File: src/rtl/box_overlay.sv
// box_overlay: draws up to N_BOX hollow rectangles over a video stream.
// Box coordinates are written into a shadow table at any time. They are
// copied to the active table in the cycle after each vsync rising edge,
// so a frame never shows a partly updated set of boxes.
// Pipeline: stage 1 registers the box match, stage 2 registers the
// output pixel. Every output is delayed by exactly two clocks.
// Optional build macro BOX_OVERLAY_BLEND_EN: active pixels become a 50%
// blend of input and box colour. Without it, the box colour replaces them.
module box_overlay #(
  parameter int N_BOX    = 4,
  parameter int H_ACT    = 1280,
  parameter int V_ACT    = 720,
  parameter int H_BORDER = 2,
  parameter int V_BORDER = 2,
  localparam int XW      = $clog2(H_ACT),
  localparam int YW      = $clog2(V_ACT)
) (
  input  logic          clk,
  input  logic          rst,
  input  logic          i_hsync,
  input  logic          i_vsync,
  input  logic          i_de,
  input  logic [7:0]    i_r,
  input  logic [7:0]    i_g,
  input  logic [7:0]    i_b,
  input  logic          cfg_valid,
  output logic          cfg_ready,
  input  logic [3:0]    cfg_idx,
  input  logic          cfg_en,
  input  logic [XW-1:0] cfg_sx,
  input  logic [XW-1:0] cfg_ex,
  input  logic [YW-1:0] cfg_sy,
  input  logic [YW-1:0] cfg_ey,
  input  logic [23:0]   cfg_color,
  output logic          o_hsync,
  output logic          o_vsync,
  output logic          o_de,
  output logic [7:0]    o_r,
  output logic [7:0]    o_g,
  output logic [7:0]    o_b
);

  // Border thicknesses at the widened width, so the inner-rectangle
  // arithmetic cannot wrap.
  localparam logic [XW:0] HB_X = (XW+1)'(H_BORDER);
  localparam logic [YW:0] VB_Y = (YW+1)'(V_BORDER);

  typedef struct packed {
    logic          en;
    logic [XW-1:0] sx;
    logic [YW-1:0] sy;
    logic [XW-1:0] ex;
    logic [YW-1:0] ey;
    logic [23:0]   color;
  } box_t;

  box_t shadow_tbl [N_BOX];
  box_t active_tbl [N_BOX];

  logic [XW-1:0] x_cnt;
  logic [YW-1:0] y_cnt;
  logic          de_d;
  logic          vs_d;
  logic          commit;
  logic          vs_rise;
  logic          de_fall;
  logic          cfg_wr;

  logic [N_BOX-1:0] box_on;
  logic             hit;
  logic [23:0]      hit_color;

  logic        s1_hit;
  logic [23:0] s1_color;
  logic [23:0] s1_pix;
  logic        s1_hs;
  logic        s1_vs;
  logic        s1_de;
  logic [23:0] sel_pix;

  assign vs_rise   = i_vsync & ~vs_d;
  assign de_fall   = ~i_de & de_d;
  // The commit cycle is the only cycle in which a write could race the
  // shadow-to-active copy, so writes are refused only there.
  assign cfg_ready = ~commit;
  assign cfg_wr    = cfg_valid & cfg_ready;

  // Edge detectors, commit strobe and the raster x/y position counters.
  always_ff @(posedge clk or posedge rst) begin
    if (rst) begin
      de_d   <= 1'b0;
      vs_d   <= 1'b0;
      commit <= 1'b0;
      x_cnt  <= '0;
      y_cnt  <= '0;
    end else begin
      de_d   <= i_de;
      vs_d   <= i_vsync;
      commit <= vs_rise;
      if (i_de) begin
        x_cnt <= x_cnt + XW'(1);
      end else if (de_fall) begin
        x_cnt <= '0;
      end
      if (vs_rise) begin
        y_cnt <= '0;
      end else if (de_fall) begin
        y_cnt <= y_cnt + YW'(1);
      end
    end
  end

  // Shadow table. An index at or above N_BOX matches no entry, so the write is accepted and dropped.
  always_ff @(posedge clk or posedge rst) begin
    if (rst) begin
      for (int unsigned k = 0; k < N_BOX; k++) begin
        shadow_tbl[k] <= '0;
      end
    end else if (cfg_wr) begin
      for (int unsigned k = 0; k < N_BOX; k++) begin
        if ({1'b0, cfg_idx} == 5'(k)) begin
          shadow_tbl[k].en    <= cfg_en;
          shadow_tbl[k].sx    <= cfg_sx;
          shadow_tbl[k].sy    <= cfg_sy;
          shadow_tbl[k].ex    <= cfg_ex;
          shadow_tbl[k].ey    <= cfg_ey;
          shadow_tbl[k].color <= cfg_color;
        end
      end
    end
  end

  // Active table: whole-table copy in the commit cycle. A write made in the vsync-rise cycle is already in the shadow table here.
  always_ff @(posedge clk or posedge rst) begin
    if (rst) begin
      for (int unsigned k = 0; k < N_BOX; k++) begin
        active_tbl[k] <= '0;
      end
    end else if (commit) begin
      for (int unsigned k = 0; k < N_BOX; k++) begin
        active_tbl[k] <= shadow_tbl[k];
      end
    end
  end

  // Per-box border test: inside the outer rectangle and outside the inner one.
  always_comb begin
    box_on = '0;
    for (int unsigned k = 0; k < N_BOX; k++) begin
      box_on[k] = active_tbl[k].en
        && (x_cnt >= active_tbl[k].sx) && (x_cnt <= active_tbl[k].ex)
        && (y_cnt >= active_tbl[k].sy) && (y_cnt <= active_tbl[k].ey)
        && !( ({1'b0, x_cnt} >= ({1'b0, active_tbl[k].sx} + HB_X))
           && ({1'b0, active_tbl[k].ex} >= HB_X)
           && ({1'b0, x_cnt} <= ({1'b0, active_tbl[k].ex} - HB_X))
           && ({1'b0, y_cnt} >= ({1'b0, active_tbl[k].sy} + VB_Y))
           && ({1'b0, active_tbl[k].ey} >= VB_Y)
           && ({1'b0, y_cnt} <= ({1'b0, active_tbl[k].ey} - VB_Y)) );
    end
  end

  // Overlap priority: a later (higher-index) match overrides earlier ones.
  always_comb begin
    hit       = 1'b0;
    hit_color = '0;
    for (int unsigned k = 0; k < N_BOX; k++) begin
      if (box_on[k]) begin
        hit       = 1'b1;
        hit_color = active_tbl[k].color;
      end
    end
  end

  // Stage 1: capture match result with the pixel and timing it belongs to.
  always_ff @(posedge clk or posedge rst) begin
    if (rst) begin
      s1_hit   <= 1'b0;
      s1_color <= '0;
      s1_pix   <= '0;
      s1_hs    <= 1'b0;
      s1_vs    <= 1'b0;
      s1_de    <= 1'b0;
    end else begin
      s1_hit   <= hit & i_de;
      s1_color <= hit_color;
      s1_pix   <= {i_r, i_g, i_b};
      s1_hs    <= i_hsync;
      s1_vs    <= i_vsync;
      s1_de    <= i_de;
    end
  end

  // Colour select: box colour (or blend) on a hit, otherwise pass-through.
  always_comb begin
    sel_pix = s1_pix;
    if (s1_hit) begin
`ifdef BOX_OVERLAY_BLEND_EN
      sel_pix[23:16] = 8'(({1'b0, s1_pix[23:16]} + {1'b0, s1_color[23:16]}) >> 1);
      sel_pix[15:8]  = 8'(({1'b0, s1_pix[15:8]}  + {1'b0, s1_color[15:8]})  >> 1);
      sel_pix[7:0]   = 8'(({1'b0, s1_pix[7:0]}   + {1'b0, s1_color[7:0]})   >> 1);
`else
      sel_pix = s1_color;
`endif
    end
  end

  // Stage 2: output registers.
  always_ff @(posedge clk or posedge rst) begin
    if (rst) begin
      o_r     <= '0;
      o_g     <= '0;
      o_b     <= '0;
      o_hsync <= 1'b0;
      o_vsync <= 1'b0;
      o_de    <= 1'b0;
    end else begin
      o_r     <= sel_pix[23:16];
      o_g     <= sel_pix[15:8];
      o_b     <= sel_pix[7:0];
      o_hsync <= s1_hs;
      o_vsync <= s1_vs;
      o_de    <= s1_de;
    end
  end

endmodule

File: config.mk
export PLATFORM = sky130hd
export DESIGN_NAME = box_overlay
export DESIGN_NICKNAME = d
export VERILOG_FILES = /design/src/rtl/box_overlay.sv
export SDC_FILE = /design/constraint.sdc
export NUM_CORES = 2
export LEC_CHECK = 0
export ABC_CLOCK_PERIOD_IN_PS = 40800
export CORE_ASPECT_RATIO = 0.6
export CORE_UTILIZATION = 35
export DETAILED_ROUTE_END_ITERATION = 10
export GPL_ROUTABILITY_DRIVEN = 0
export PLACE_DENSITY_LB_ADDON = 0.08
export SYNTH_ARGS = -nofsm -noshare
export SYNTH_HDL_FRONTEND = slang
export SYNTH_SLANG_ARGS = --single-unit
File: constraint.sdc
create_clock -name clk -period 40.8 [get_ports clk]
set_input_delay 8.16 -clock clk [delete_from_list [all_inputs] [get_ports clk]]
set_output_delay 8.16 -clock clk [all_outputs]
set_load 0.02 [all_outputs]
==> run metrics <==
Nets=3560; Post-synth EDFFs=0; Pins Over Slew Limit=0; RSZ-0062 raised after global routing=no; Area after DPL=0.0364 sq mm; Slew headroom=14.7%; Met3 Routed Length=3.96 mm; grt total ovfl=0; setup bufs post-CTS=0; Initial DRC Count=1349; final wirelength=97.9 mm; area share of the largest cell type after synthesis=47.5%; DRC violations left=0; maximum clock rate=96.2 MHz; Clock Latency Late Sink=0.64 ns; Req. time, crit path=around 41 ns; largest net degree at the start of global routing=188; Power Dens Cells=51.9 mW/mm^2; via count of the first global-routing pass=23957; synth unique cells=64; total number of vias=23445; cells after synthesis=between 2000 and 3000; Hold-fix buffers, CTS=0; synth warn=0; top routing layer in use=met4; Synth area leader=dfrtp_1; Lkg Pwr=about 0.017 uW; clock buffer depth=3; final setup TNS=0 ns; Final Cell Area=0.0387 sq mm; CTS root buf=clkbuf_16; Setup WS pre-CTS=between 20 and 30 ns; Placeable Area=0.0945 sq mm; Starting Density=35.5%; ranking of synthesized cells by area=dfrtp_1 (48%), mux2_2 (13%), ha_1 (13%); final hold violation count=0; CTS tree=yes; Rows=87; WP data arrival=10.92 ns; antenna violations before repair=7; Mapped Area=0.0336 sq mm; sequential share of the synthesized area=47.5%; crit end category=asynchronous set/reset pin; Clock transition at path regs=0.06 ns; Die Ht=242 microns; Worst-Margin Slew=roughly 1.2 ns; Antenna Nets Post-Route=0; asr flop ratio synth=100%; status=completed; Finish-stage setup viols=0; H-tree levels=3; DR vias/cell=5.31; M1 WL=between 50 and 60 mm; Met2 Wirelength=roughly 40 mm; Max Cap Viol=0; Critical Path Source Type=input pin; HPWL after DPL=66.5 mm; first-pass GRT wire length=151 mm; Post-Syn Area per Cell=11.3 sq um; first drt pass iteration count=5; Seq cells post-synth=637; post_cts resized=0; Setup Skew=about 0.026 ns; Die W=402 microns; gr usage total=20.4%; minimum clock period=between 10 and 15 ns; die footprint=0.0972 sq mm; Ports=approximately 130; setup ws final=about 30 ns; CP max FO=between 100 and 150; Clock Sinks=637; worst vdd ir=~0.029 mV; WS Path Type=input pin to asynchronous set/reset pin; Hold WC Path Type=flip-flop to flip-flop; Net Count, Synth=3418; final worst-path cycle share=~25%; main flop type after synthesis=dfrtp_1; wire length per cell=22.2 microns; layout cell share with drive strength beyond 1=roughly 18%; Port Buffer Count=128; area growth from synthesis to final layout=15.3%; clock buffer count from CTS=68
-- synth_stat cells, types with 6 or more instances --
cell type,n
dfrtp_1,637
mux2_2,380
ha_1,338
nand2_1,254
o21ai_0,240
inv_1,207
xnor2_1,116
nand3_1,93
clkbuf_1,91
nor2_1,89
a21oi_1,80
nor3_1,45
nand4_1,43
a21o_1,33
nor4b_1,24
o21a_1,23
a211oi_1,20
a221oi_2,19
a31oi_1,19
a41oi_2,19
nor4_1,18
and3_1,17
o211ai_1,17
nor2b_1,15
a221oi_1,12
nand2b_1,11
a2111oi_0,10
and4_1,10
a211o_1,8
a41oi_1,7
o31ai_1,7
o21bai_1,6
-- critical path, cell delays in order --
cell,delay (ns)
clkdlybuf4s50_1,0.49
inv_8,0.62
buf_4,0.65
buf_4,0.81
-- power breakdown --
part / internal (uW) / total [uW] / leakage (uW) / switching (uW)
registers: 765 / 851 / 0.00804 / 86.2
clock network: 373 / 639 / 0.00110 / 266
logic: 233 / 516 / 0.00827 / 283
total: 1370 / 2010 / 0.0174 / 635
-- per-stage QoR --
stage	power (uW)	instances	util [%]	hold slack [ns]
after CTS	2030	4415	40.9	0.350
after global routing	2130	4415	40.9	0.352
after detailed placement	1380	4297	38.5	0.338
after global placement	1360	4297	38.5	0.333
after floorplan	1210	2979	-	0.331
final	2010	4417	40.9	0.347
-- kinds of logic after synthesis --
logic type / synth area share (%)
and+or+nand+nor: 9.29
adders and majority gates: 12.6
muxes: 12.8
AOI/OAI and AO/OA: 11.0
buffers and inverters: 3.59
DFF: 47.5
xor gates and xnor gates: 3.16
-- path summary, 6_finish.rpt --
check,cells past startpoint,end,slack (ns),from
max in group clk,2,cfg_ready,30.41,commit
worst min register to register,0,o_hsync,0.35,s1_hs
worst min-delay path,0,o_hsync,0.35,s1_hs
min in group asynchronous,2,active_tbl[171],8.09,rst
worst max-delay path,4,commit,30.40,rst
worst max register to register,12,s1_color[3],35.04,active_tbl[171]
-- placed cells by master, fill, tap and decap left out, types with 10 or more instances in the layout --
master and count:
nor4_1 18, nand3_1 92, xnor2_1 116, a21oi_1 80, and3_1 17, a221oi_1 12, nand2_1 252, a31oi_1 19
inv_1 206, dfrtp_1 636, nor3_1 44, buf_4 46, o21a_1 23, nor4b_1 24, nor2b_1 15, clkbuf_1 14
a211oi_1 20, a21o_1 33, a221oi_2 19, clkdlybuf4s50_1 128, clkbuf_16 71, nor2_1 89, mux2_2 380, clkbuf_8 16
nand4_1 43, a2111oi_0 10, a41oi_2 19, o21ai_0 240, nand2b_1 11, ha_1 338, o211ai_1 17
-- registers in the layout, indices dropped and copies added (netlist names), 8 cells and up --
signal	count
o_g	8
o_b	8
o_r	8
s1_pix	24
shadow_tbl	268
y_cnt	10
active_tbl	268
x_cnt	11
s1_color	24
-- cell type report --
class                      count  area, sq um
clock buffer                 101         2050
inverter                     207          785
clock inverter                17          205
fill                        9011        55800
sequential                   637        15900
tap                         1246         1560
antenna                        2         5.00
timing repair buffer         176         1670
multi-input combinational   2031        16500
-- per-layer routing --
layer  vias to the layer above  track usage, %
met5                         -               0
met4                         0            4.21
met3                       117            3.12
met2                       414            28.7
met1                     11917            32.4
li1                      10997               -
Power figures use the tool's default switching activity.
